File: src/rtl/clock_pkg.sv
// Shared definitions for the clock editor: word bit-slices, field limits, cursor codes, editor states.
// Constants only; no timing or flow-control behaviour of its own.
package clock_pkg;

    localparam int HOUR_MSB = 16;
    localparam int HOUR_LSB = 12;
    localparam int MIN_MSB  = 11;
    localparam int MIN_LSB  = 6;
    localparam int SEC_MSB  = 5;
    localparam int SEC_LSB  = 0;

    localparam int YEAR_MSB = 15;
    localparam int YEAR_LSB = 9;
    localparam int MON_MSB  = 8;
    localparam int MON_LSB  = 5;
    localparam int DAY_MSB  = 4;
    localparam int DAY_LSB  = 0;

    localparam logic [6:0] HOUR_MAX = 7'd23;
    localparam logic [6:0] MIN_MAX  = 7'd59;
    localparam logic [6:0] SEC_MAX  = 7'd59;
    localparam logic [6:0] YEAR_MAX = 7'd99;
    localparam logic [6:0] MON_MIN  = 7'd1;
    localparam logic [6:0] MON_MAX  = 7'd12;
    localparam logic [6:0] DAY_MIN  = 7'd1;
    localparam logic [6:0] DAY_MAX  = 7'd31;

    localparam logic [2:0] FLD_HOUR = 3'd0;
    localparam logic [2:0] FLD_MIN  = 3'd1;
    localparam logic [2:0] FLD_SEC  = 3'd2;
    localparam logic [2:0] FLD_YEAR = 3'd3;
    localparam logic [2:0] FLD_MON  = 3'd4;
    localparam logic [2:0] FLD_DAY  = 3'd5;

    localparam logic [15:0] DATE_RST = {7'd16, 4'd1, 5'd1};

    typedef enum logic [2:0] {
        ST_IDLE,
        ST_EDIT_T,
        ST_EDIT_A,
        ST_WAIT_T,
        ST_WAIT_A
    } state_t;

endpackage

File: src/rtl/field_step.sv
// Wrap-around increment/decrement of one field; out-of-range values snap to the minimum when stepped.
// Purely combinational, no latency; no flow control.
module field_step #(
    parameter int W = 7
) (
    input  logic [W-1:0] value_i,
    input  logic [W-1:0] min_i,
    input  logic [W-1:0] max_i,
    input  logic         up_i,
    input  logic         down_i,
    output logic [W-1:0] value_o
);

    always_comb begin
        value_o = value_i;
        if (up_i != down_i) begin
            if (value_i < min_i || value_i > max_i) begin
                value_o = min_i;
            end else if (up_i) begin
                value_o = (value_i == max_i) ? min_i : value_i + 1'b1;
            end else begin
                value_o = (value_i == min_i) ? max_i : value_i - 1'b1;
            end
        end
    end

endmodule

File: src/rtl/time_setter.sv
// Button-driven editor for time/date/alarm words; commit strobe held until SETTING_OK or timeout.
// Outputs registered, one cycle after the button pulse; buttons are ignored while a commit is pending.
module time_setter
    import clock_pkg::*;
#(
    parameter int          TIMEOUT_CYC = 1000,
    parameter logic [16:0] ALARM_RST   = 17'd0
) (
    input  logic        CLK,
    input  logic        RESETN,
    input  logic [16:0] CUR_TIME,
    input  logic [15:0] CUR_DATE,
    input  logic        BTN_EDIT,
    input  logic        BTN_ALARM,
    input  logic        BTN_NEXT,
    input  logic        BTN_UP,
    input  logic        BTN_DOWN,
    input  logic        SETTING_OK,
    output logic [16:0] SET_TIME,
    output logic [15:0] SET_DATE,
    output logic [16:0] SET_ALARM_TIME,
    output logic        SETTING,
    output logic        ALARM_SETTING,
    output logic        MODE,
    output logic        MODE_STATE,
    output logic [2:0]  FIELD,
    output logic        ERR
);

    localparam int TW = (TIMEOUT_CYC > 1) ? $clog2(TIMEOUT_CYC) : 1;
    localparam logic [TW-1:0] TMO_LAST = TW'(TIMEOUT_CYC - 1);

    state_t        state_q;
    logic [16:0]   time_q;
    logic [15:0]   date_q;
    logic [16:0]   alarm_q;
    logic [16:0]   alarm_store_q;
    logic          setting_q;
    logic          alarm_setting_q;
    logic          mode_q;
    logic          mode_state_q;
    logic [2:0]    field_q;
    logic          err_q;
    logic [TW-1:0] tmo_q;

    logic          is_alarm;
    logic [2:0]    last_fld;
    logic [16:0]   src_time;
    logic [16:0]   time_d;
    logic [15:0]   date_d;
    logic [6:0]    cur_val;
    logic [6:0]    lo_val;
    logic [6:0]    hi_val;
    logic [6:0]    step_val;

    // Alarm edit reuses the hour/min/sec cursor positions against the alarm copy.
    always_comb begin
        is_alarm = (state_q == ST_EDIT_A);
        last_fld = is_alarm ? FLD_SEC : FLD_DAY;
        src_time = is_alarm ? alarm_q : time_q;
        cur_val  = '0;
        lo_val   = '0;
        hi_val   = '0;
        case (field_q)
            FLD_HOUR: begin cur_val = {2'b0, src_time[HOUR_MSB:HOUR_LSB]}; hi_val = HOUR_MAX; end
            FLD_MIN:  begin cur_val = {1'b0, src_time[MIN_MSB:MIN_LSB]};   hi_val = MIN_MAX;  end
            FLD_SEC:  begin cur_val = {1'b0, src_time[SEC_MSB:SEC_LSB]};   hi_val = SEC_MAX;  end
            FLD_YEAR: begin cur_val = date_q[YEAR_MSB:YEAR_LSB];           hi_val = YEAR_MAX; end
            FLD_MON:  begin cur_val = {3'b0, date_q[MON_MSB:MON_LSB]}; lo_val = MON_MIN; hi_val = MON_MAX; end
            FLD_DAY:  begin cur_val = {2'b0, date_q[DAY_MSB:DAY_LSB]}; lo_val = DAY_MIN; hi_val = DAY_MAX; end
            default: ;
        endcase
    end

    field_step #(.W(7)) u_step (
        .value_i (cur_val),
        .min_i   (lo_val),
        .max_i   (hi_val),
        .up_i    (BTN_UP),
        .down_i  (BTN_DOWN),
        .value_o (step_val)
    );

    always_comb begin
        time_d = src_time;
        date_d = date_q;
        case (field_q)
            FLD_HOUR: time_d[HOUR_MSB:HOUR_LSB] = step_val[4:0];
            FLD_MIN:  time_d[MIN_MSB:MIN_LSB]   = step_val[5:0];
            FLD_SEC:  time_d[SEC_MSB:SEC_LSB]   = step_val[5:0];
            FLD_YEAR: date_d[YEAR_MSB:YEAR_LSB] = step_val[6:0];
            FLD_MON:  date_d[MON_MSB:MON_LSB]   = step_val[3:0];
            FLD_DAY:  date_d[DAY_MSB:DAY_LSB]   = step_val[4:0];
            default: ;
        endcase
    end

    always_ff @(posedge CLK) begin
        if (!RESETN) begin
            state_q         <= ST_IDLE;
            time_q          <= '0;
            date_q          <= DATE_RST;
            alarm_q         <= ALARM_RST;
            alarm_store_q   <= ALARM_RST;
            setting_q       <= 1'b0;
            alarm_setting_q <= 1'b0;
            mode_q          <= 1'b0;
            mode_state_q    <= 1'b0;
            field_q         <= FLD_HOUR;
            err_q           <= 1'b0;
            tmo_q           <= '0;
        end else begin
            err_q <= 1'b0;
            case (state_q)
                ST_IDLE: begin
                    if (BTN_EDIT) begin
                        state_q <= ST_EDIT_T;
                        time_q  <= CUR_TIME;
                        date_q  <= CUR_DATE;
                        field_q <= FLD_HOUR;
                        mode_q  <= 1'b1;
                    end else if (BTN_ALARM) begin
                        state_q      <= ST_EDIT_A;
                        alarm_q      <= alarm_store_q;
                        field_q      <= FLD_HOUR;
                        mode_state_q <= 1'b1;
                    end
                end
                ST_EDIT_T, ST_EDIT_A: begin
                    if (BTN_EDIT || BTN_ALARM) begin
                        state_q      <= ST_IDLE;
                        mode_q       <= 1'b0;
                        mode_state_q <= 1'b0;
                        field_q      <= FLD_HOUR;
                        alarm_q      <= alarm_store_q;
                    end else begin
                        if (is_alarm) begin
                            alarm_q <= time_d;
                        end else begin
                            time_q <= time_d;
                            date_q <= date_d;
                        end
                        if (BTN_NEXT) begin
                            if (field_q == last_fld) begin
                                field_q <= FLD_HOUR;
                                tmo_q   <= '0;
                                if (is_alarm) begin
                                    state_q         <= ST_WAIT_A;
                                    alarm_setting_q <= 1'b1;
                                end else begin
                                    state_q   <= ST_WAIT_T;
                                    setting_q <= 1'b1;
                                end
                            end else begin
                                field_q <= field_q + 3'd1;
                            end
                        end
                    end
                end
                ST_WAIT_T, ST_WAIT_A: begin
                    if (SETTING_OK || tmo_q == TMO_LAST) begin
                        state_q         <= ST_IDLE;
                        setting_q       <= 1'b0;
                        alarm_setting_q <= 1'b0;
                        mode_q          <= 1'b0;
                        mode_state_q    <= 1'b0;
                        if (SETTING_OK) begin
                            if (state_q == ST_WAIT_A) alarm_store_q <= alarm_q;
                        end else begin
                            err_q   <= 1'b1;
                            alarm_q <= alarm_store_q;
                        end
                    end else begin
                        tmo_q <= tmo_q + 1'b1;
                    end
                end
                default: state_q <= ST_IDLE;
            endcase
        end
    end

    assign SET_TIME       = time_q;
    assign SET_DATE       = date_q;
    assign SET_ALARM_TIME = alarm_q;
    assign SETTING        = setting_q;
    assign ALARM_SETTING  = alarm_setting_q;
    assign MODE           = mode_q;
    assign MODE_STATE     = mode_state_q;
    assign FIELD          = field_q;
    assign ERR            = err_q;

endmodule

File: config.mk
export PLATFORM = sky130hd
export DESIGN_NAME = time_setter
export DESIGN_NICKNAME = d
export VERILOG_FILES = /design/src/rtl/clock_pkg.sv /design/src/rtl/field_step.sv /design/src/rtl/time_setter.sv
export SDC_FILE = /design/constraint.sdc
export NUM_CORES = 1
export LEC_CHECK = 0
export CAP_MARGIN = 15
export CORE_UTILIZATION = 46
export CTS_CLUSTER_DIAMETER = 60
export DETAILED_ROUTE_END_ITERATION = 16
export PLACE_DENSITY_LB_ADDON = 0.15
export SLEW_MARGIN = 20
export SYNTH_ARGS = -nofsm -noshare
export SYNTH_HDL_FRONTEND = slang
export SYNTH_SLANG_ARGS = --single-unit
File: constraint.sdc
create_clock -name CLK -period 10.4 [get_ports CLK]
set_input_delay 3.12 -clock CLK [delete_from_list [all_inputs] [get_ports CLK]]
set_output_delay 3.12 -clock CLK [all_outputs]
set_load 0.02 [all_outputs]
Yosys cells after proc, flatten, opt, wreduce, memory -nomap -nowiden
Index checks and enable logic that the tools add are counted.
{ "word_totals": {"out_inout_bits": 58, "regBits": 88, "in_bits": 41} }
{ "op_classes": {"n_lt_le_gt_ge": 2, "n_mux": 68, "addsub": 4, "reduce_logical": 26, "eq_ne": 33} }
{ "ops": {"columns": ["op", "count"], "rows": [
  ["$mux 17", 10],
  ["$pmux 17 s3", 1],
  ["$mux 16", 3],
  ["$mux 7", 6],
  ["$pmux 7 s6", 1],
  ["$mux 10", 4],
  ["$mux 3", 13],
  ["$pmux 7 s5", 1],
  ["$pmux 17 s2", 1],
  ["$pmux 16 s2", 1],
  ["$reduce_and 5->1", 5],
  ["$ne 2x2->1 const B", 12],
  ["$pmux 10 s2", 1],
  ["$reduce_and 6->1", 3],
  ["$reduce_and 4->1", 4],
  ["$mux 1", 15],
  ["$eq 3x2->1 const B", 4],
  ["$mux 6", 2],
  ["$ne 3x3->1 const B", 4],
  ["$add 10x1->10 const B", 1],
  ["$eq 10x10->1 const B", 1],
  ["$mux 5", 2],
  ["$eq 3x3->1 const B", 3],
  ["$pmux 3 s3", 1],
  ["21 further kinds", 34]
]} }

Logic depth before layout (Yosys ltp)
{ "logic_depth": {"ltp_word": 12, "depth_mapped": 19, "depth_no_buf": 17} }

Hierarchy
Synthesis repeated with hierarchy kept, for this count alone.
{ "hier_totals": {"cells_unflattened": 761, "hier_area_um2": 5814.3} }
{ "by_module_without_submodules": {"columns": ["mod", "cells_per_inst", "area_each_um2", "instances"], "rows": [
  ["time_setter", 626, 4897.2, 1],
  ["field_step", 135, 917.1, 1]
]} }

Least setup slack after synthesis
OpenSTA, ideal clock, no wires.
{ "synth_timing": {"path_kind": "input -> register", "startpoint": "input port BTN_EDIT", "endpoint": "register tmo_q[5]", "path_stages": 10, "slack_ns": 5.330, "required_time_ns": 10.265, "t_arrival_ns": 4.936, "path_buffers": 2, "setup_ns": 0.135, "path_cell_list": "clkbuf_1 -> nor2_1 -> a21oi_1 -> or2_1 -> clkbuf_1 -> a21oi_1 -> and4_1 -> nand3_1 -> xor2_1 -> nor2_1"} }
{ "synth_between": {"elab_chain_cells": 3} }
{ "synth_lines": {"columns": ["element", "line_no", "text"], "rows": [
  ["start, declared", "time_setter.sv:13", "input logic BTN_EDIT,"],
  ["$logic_or 1x1->1", "time_setter.sv:130", "if (BTN_EDIT || BTN_ALARM) begin"],
  ["$ne 2x2->1 (no source line)", null, null],
  ["$reduce_and 5->1 (no source line)", null, null],
  ["end signal, assigned", "time_setter.sv:174", "tmo_q <= tmo_q + 1'b1;"],
  ["end, declared", "time_setter.sv:44", "logic [TW-1:0] tmo_q;"]
]} }
Every way passes these cells.
A chain may end at the register's enable or synchronous reset.

Worst setup path after layout
{ "layout_timing": {"startpoint": "input port BTN_UP", "endpoint": "register alarm_q[3], in the netlist SET_ALARM_TIME[3]"} }
{ "layout_between": {"elab_chain_cells": 7, "elab_cells_between_ends": 8, "cone_classes": "eq/ne (1); mux (7)"} }
{ "layout_lines": {"columns": ["element", "line_no", "text"], "rows": [
  ["start, declared", "time_setter.sv:16", "input logic BTN_UP,"],
  ["$mux 7", "field_step.sv:19", "end else if (up_i) begin"],
  ["$mux 7", "field_step.sv:17", "if (value_i < min_i || value_i > max_i) begin"],
  ["$mux 7 *", "field_step.sv:16", "if (up_i != down_i) begin"],
  ["$mux 6 *", "time_setter.sv:87", "case (field_q)"],
  ["$mux 17 *", "time_setter.sv:137", "if (is_alarm) begin"],
  ["$mux 17 *", "time_setter.sv:130", null],
  ["$pmux 17 s3 *", "time_setter.sv:114", "case (state_q)"],
  ["end signal, assigned", "time_setter.sv:124", "alarm_q <= alarm_store_q;"],
  ["end signal, assigned", "time_setter.sv:135", "alarm_q <= alarm_store_q;"],
  ["end signal, assigned", "time_setter.sv:138", "alarm_q <= time_d;"],
  ["end, declared", "time_setter.sv:36", "logic [16:0] alarm_q;"]
]} }
Mark *: on every way between the ends. The rest lies on a longest branch, timed or not. The select of a mux whose other input is x is not followed.

==> results.tsv <==
stage	metric	value	unit
status	status	completed	
timing	minimum clock period	5.761	ns
logic_synthesis	#FFs+latches synth	88	
clock_network	setup bufs post-CTS	0	
logic_synthesis	area of the mapped netlist	6017	sq um
clock_network	clock root buffer	clkbuf_16	
detailed_routing	routed len/inst	21.01	microns
logic_synthesis	mux cell area share after synthesis	0.02017	
place	hpwl dp	16180	microns
layout	post-route cell area	7332	sq um
timing	Slew @ Worst Pin	0.9280	ns
logic_synthesis	async set or reset register ratio after synthesis	0	
logic_synthesis	Seq/Total Area, Yosys	0.2928	
power	P_leak	2.553	nW
timing	Final Max Slew Viols	0	
logic_synthesis	largest family of logic cells by synthesized area	compound AO/OA/AOI/OAI gates	
detailed_routing	Detailed Route WL	22100	microns
floorplan	FP Rows	41	
worst_setup_path	Critical Path, Cell by Cell	clkdlybuf4s50_1, xor2_1, nand2_1, o31ai_4, nor3_1, a211oi_1	
clock_network	worst-skew pair later-pin latency	0.36	ns
worst_setup_path	slowest CP cell	clkdlybuf4s50_1	
clock_network	H-tree Lvls	3	
power	Power Dens Cells	153.9	nW/um^2
power	Flop pwr share	0.354	
logic_synthesis	syn nets	872	
logic_synthesis	Synth Area in Compound Gates	0.3152	
detailed_routing	number of routed nets with antenna violations	0	
clock_network	CTS Buf Count	9	
global_routing	number of global-route vias before repair	6117	
logic_synthesis	post-synthesis simple-gate area fraction	0.2653	
power	Comb power frac	0.362	
logic_synthesis	unique cell type count in the Yosys netlist	82	
timing	Finish-stage setup viols	0	
clock_network	CTS Hold Buffers Added	0	
logic_synthesis	XOR/XNOR share of the synthesized area	0.02329	
place	gpl congestion	0.9173	
logic_synthesis	top_reg_cell synth	dfxtp_1	
detailed_routing	drt drc	0	
layout	fillers	1217	
clock_network	CTS Sinks	88	
clock_network	CTS resizes	0	
worst_setup_path	reg2reg setup slack	4.84	ns
layout	fin nets	932	
global_routing	largest net degree at the start of global routing	63	
power	Worst VDD drop	109.1	uV
floorplan	Initial Utilization	0.4749	
power	internal power	0.7064	mW
place	IO buf count	98	
detailed_routing	met3 routed WL	1882	microns
logic_synthesis	Mapped Cells	816	
power	overall power	1.129	mW
detailed_routing	vias per cell	6.421	
place	DP Area	7052	sq um
global_routing	global-route wire length before repair	33930	microns
min_path	worst min path class	register to register	
logic_synthesis	Post-synth EDFFs	0	
worst_setup_path	Crit path largest cell delay	0.78	ns
detailed_routing	DR top layer	met4	
power	Switching Fraction	0.3741	
logic_synthesis	Adder-Cell Fraction of Synth Area	0.03119	
worst_setup_path	CP Data Required Time	10.67	ns
worst_setup_path	CP endpoint kind	register	
detailed_routing	vias post-DR	6755	
clock_network	Clk pin slew, worst setup/hold paths	0.07	ns
global_routing	number of antenna violations at the first check in global routing	0	
detailed_routing	drt pass-1 iters	6	
worst_setup_path	CP max FO	12	
timing	Setup TNS	0	ns
timing	Worst Skew	0.007969	ns
timing	RSZ-0062 raised after global routing	false	
layout	diode count	0	
logic_synthesis	Syn Area/Cell	7.374	sq um
timing	FMAX	0.1736	GHz
clock_network	CTS tree	done	
power	clock share of power	0.285	
detailed_routing	DRT iter0 DRCs	820	
global_routing	Total GRT Usage	0.3315	
floorplan	Die Wd	116.4	microns
floorplan	Die Span Y	116.4	microns
timing	hold slack	0.4495	ns
worst_setup_path	WP data arrival	6.03	ns
layout	share of cells above drive strength 1	0.06023	
power	P_sw	0.4222	mW
detailed_routing	routed length on met2	10110	microns
global_routing	grt ovf	0	
clock_network	CTS Buffer Depth	2	
run	max cap viols	0	
timing	Rel. slew slack	0.3760	
worst_setup_path	crit start category	primary input	
worst_setup_path	WS Path Type	primary input to register	
logic_synthesis	warnings from Yosys	0	
floorplan	I/O pin total	99	
layout	area grow syn2layout	21.85	%
timing	Fin. Hold Viols	0	
floorplan	Core ar.	12670	sq um
detailed_routing	wl on met1	9130	microns
timing	fraction of the cycle the final worst path needs	0.5539	
floorplan	Die Area	13540	sq um
state kept, by name, indices dropped and copies added, names as in the netlist:
name and cells:
ALARM_SETTING 1, FIELD 3, MODE_STATE 1, ERR 1
SETTING 1, state_q 3, MODE 1, SET_TIME 17
alarm_store_q 17, tmo_q 10, SET_ALARM_TIME 17, SET_DATE 16
per-stage QoR:
step	utilization	worst slack [ns]	instances
2_1_floorplan	-	5.330	816
3_3_place_gp	0.5565	4.260	1037
3_5_place_dp	0.5565	4.327	1037
4_1_cts	0.5787	4.672	1052
5_1_grt	0.5787	4.490	1052
6_report	0.5787	4.639	1052
worst max-delay path, delay by kind of cell:
family          cells  cell delay (ns)
compound gates      2             0.83
xor+xnor            1             0.76
buf+inv             1             0.78
simple gates        2             0.53
Yosys cell counts, types with 5 or more instances:
cell,number,area (sq um)
mux2i_1,8,80.08
or3_1,6,37.54
and3_1,17,106.4
nand3_1,32,160.2
a211oi_1,21,157.7
nor2_1,69,259.0
nand3b_1,5,37.54
o21ai_1,7,35.03
a31oi_1,8,50.05
nand2_1,156,585.6
and2_1,8,50.05
nor3_1,18,90.09
xor2_1,9,78.83
a21boi_0,14,105.1
o21ai_0,37,185.2
xnor2_1,7,61.31
a221oi_1,7,61.31
dfxtp_1,88,1762
nand4_1,8,50.05
a22oi_1,9,67.56
inv_1,18,67.56
a21oi_1,57,285.3
o221ai_1,7,61.31
o211ai_1,38,285.3
ha_1,15,187.7
clkbuf_1,49,183.9
placed cells by master, fill, tap and decap left out, types with 5 or more instances in the layout:
| cell type | Yosys | final |
|---|---|---|
| nor3_1 | 18 | 16 |
| xor2_1 | 9 | 9 |
| o21ai_0 | 37 | 37 |
| o221ai_1 | 7 | 7 |
| mux2i_1 | 8 | 8 |
| dfxtp_1 | 88 | 88 |
| xnor2_1 | 7 | 7 |
| o211ai_1 | 38 | 38 |
| buf_4 | 1 | 9 |
| inv_1 | 18 | 17 |
| a221oi_1 | 7 | 7 |
| or3_1 | 6 | 6 |
| nand3_1 | 32 | 32 |
| o21ai_1 | 7 | 7 |
| a22oi_1 | 9 | 9 |
| a211oi_1 | 21 | 21 |
| and2_1 | 8 | 8 |
| nand3b_1 | 5 | 5 |
| nor2_1 | 69 | 69 |
| a21boi_0 | 14 | 14 |
| nand2_1 | 156 | 156 |
| clkbuf_16 | 0 | 9 |
| and3_1 | 17 | 17 |
| ha_1 | 15 | 15 |
| nand4_1 | 8 | 8 |
| a31oi_1 | 8 | 8 |
| a21oi_1 | 57 | 57 |
| clkdlybuf4s50_1 | 0 | 97 |
power by group through the flow:
stage / Clock (mW) / Combinational (mW) / Sequential (mW)
floorplan: 0 / 0.233 / 0.420
global placement: 0 / 0.399 / 0.404
detailed placement: 0 / 0.400 / 0.405
CTS: 0.322 / 0.402 / 0.397
global route: 0.333 / 0.437 / 0.401
finish: 0.322 / 0.408 / 0.399
cells by family after synthesis:
family	after synthesis
fa+ha+maj	15
xor+xnor	16
simple gates	347
flops	88
mux	11
buf+inv	77
compound gates	262
final cells by class:
| cell class | instances | area, sq um | area share |
|---|---|---|---|
| Clock buffer | 12 | 236.5 | 0.03225 |
| Clock inverter | 3 | 43.79 | 0.005973 |
| Inverter | 19 | 71.32 | 0.009727 |
| Multi-Input combinational cell | 651 | 3960 | 0.5401 |
| Sequential cell | 88 | 1762 | 0.2403 |
| Tap cell | 172 | 215.2 | 0.02935 |
| Timing Repair Buffer | 107 | 1044 | 0.1423 |
path summary, 6_finish.rpt:
| path | from | cells past startpoint | end |
|---|---|---|---|
| setup / recovery | BTN_UP | 6 | SET_ALARM_TIME[3] |
| hold / removal | alarm_store_q[0] | 2 | alarm_store_q[0] |
| setup reg to reg | FIELD[2] | 17 | SET_ALARM_TIME[3] |
| hold reg to reg | alarm_store_q[0] | 2 | alarm_store_q[0] |
per-layer routing:
metal,vias to the layer above,global-route usage
li1,3116,-
met1,3168,0.4142
met2,383,0.5385
met3,88,0.07317
met4,0,0.1632
met5,-,0
Power figures use the tool's default switching activity.
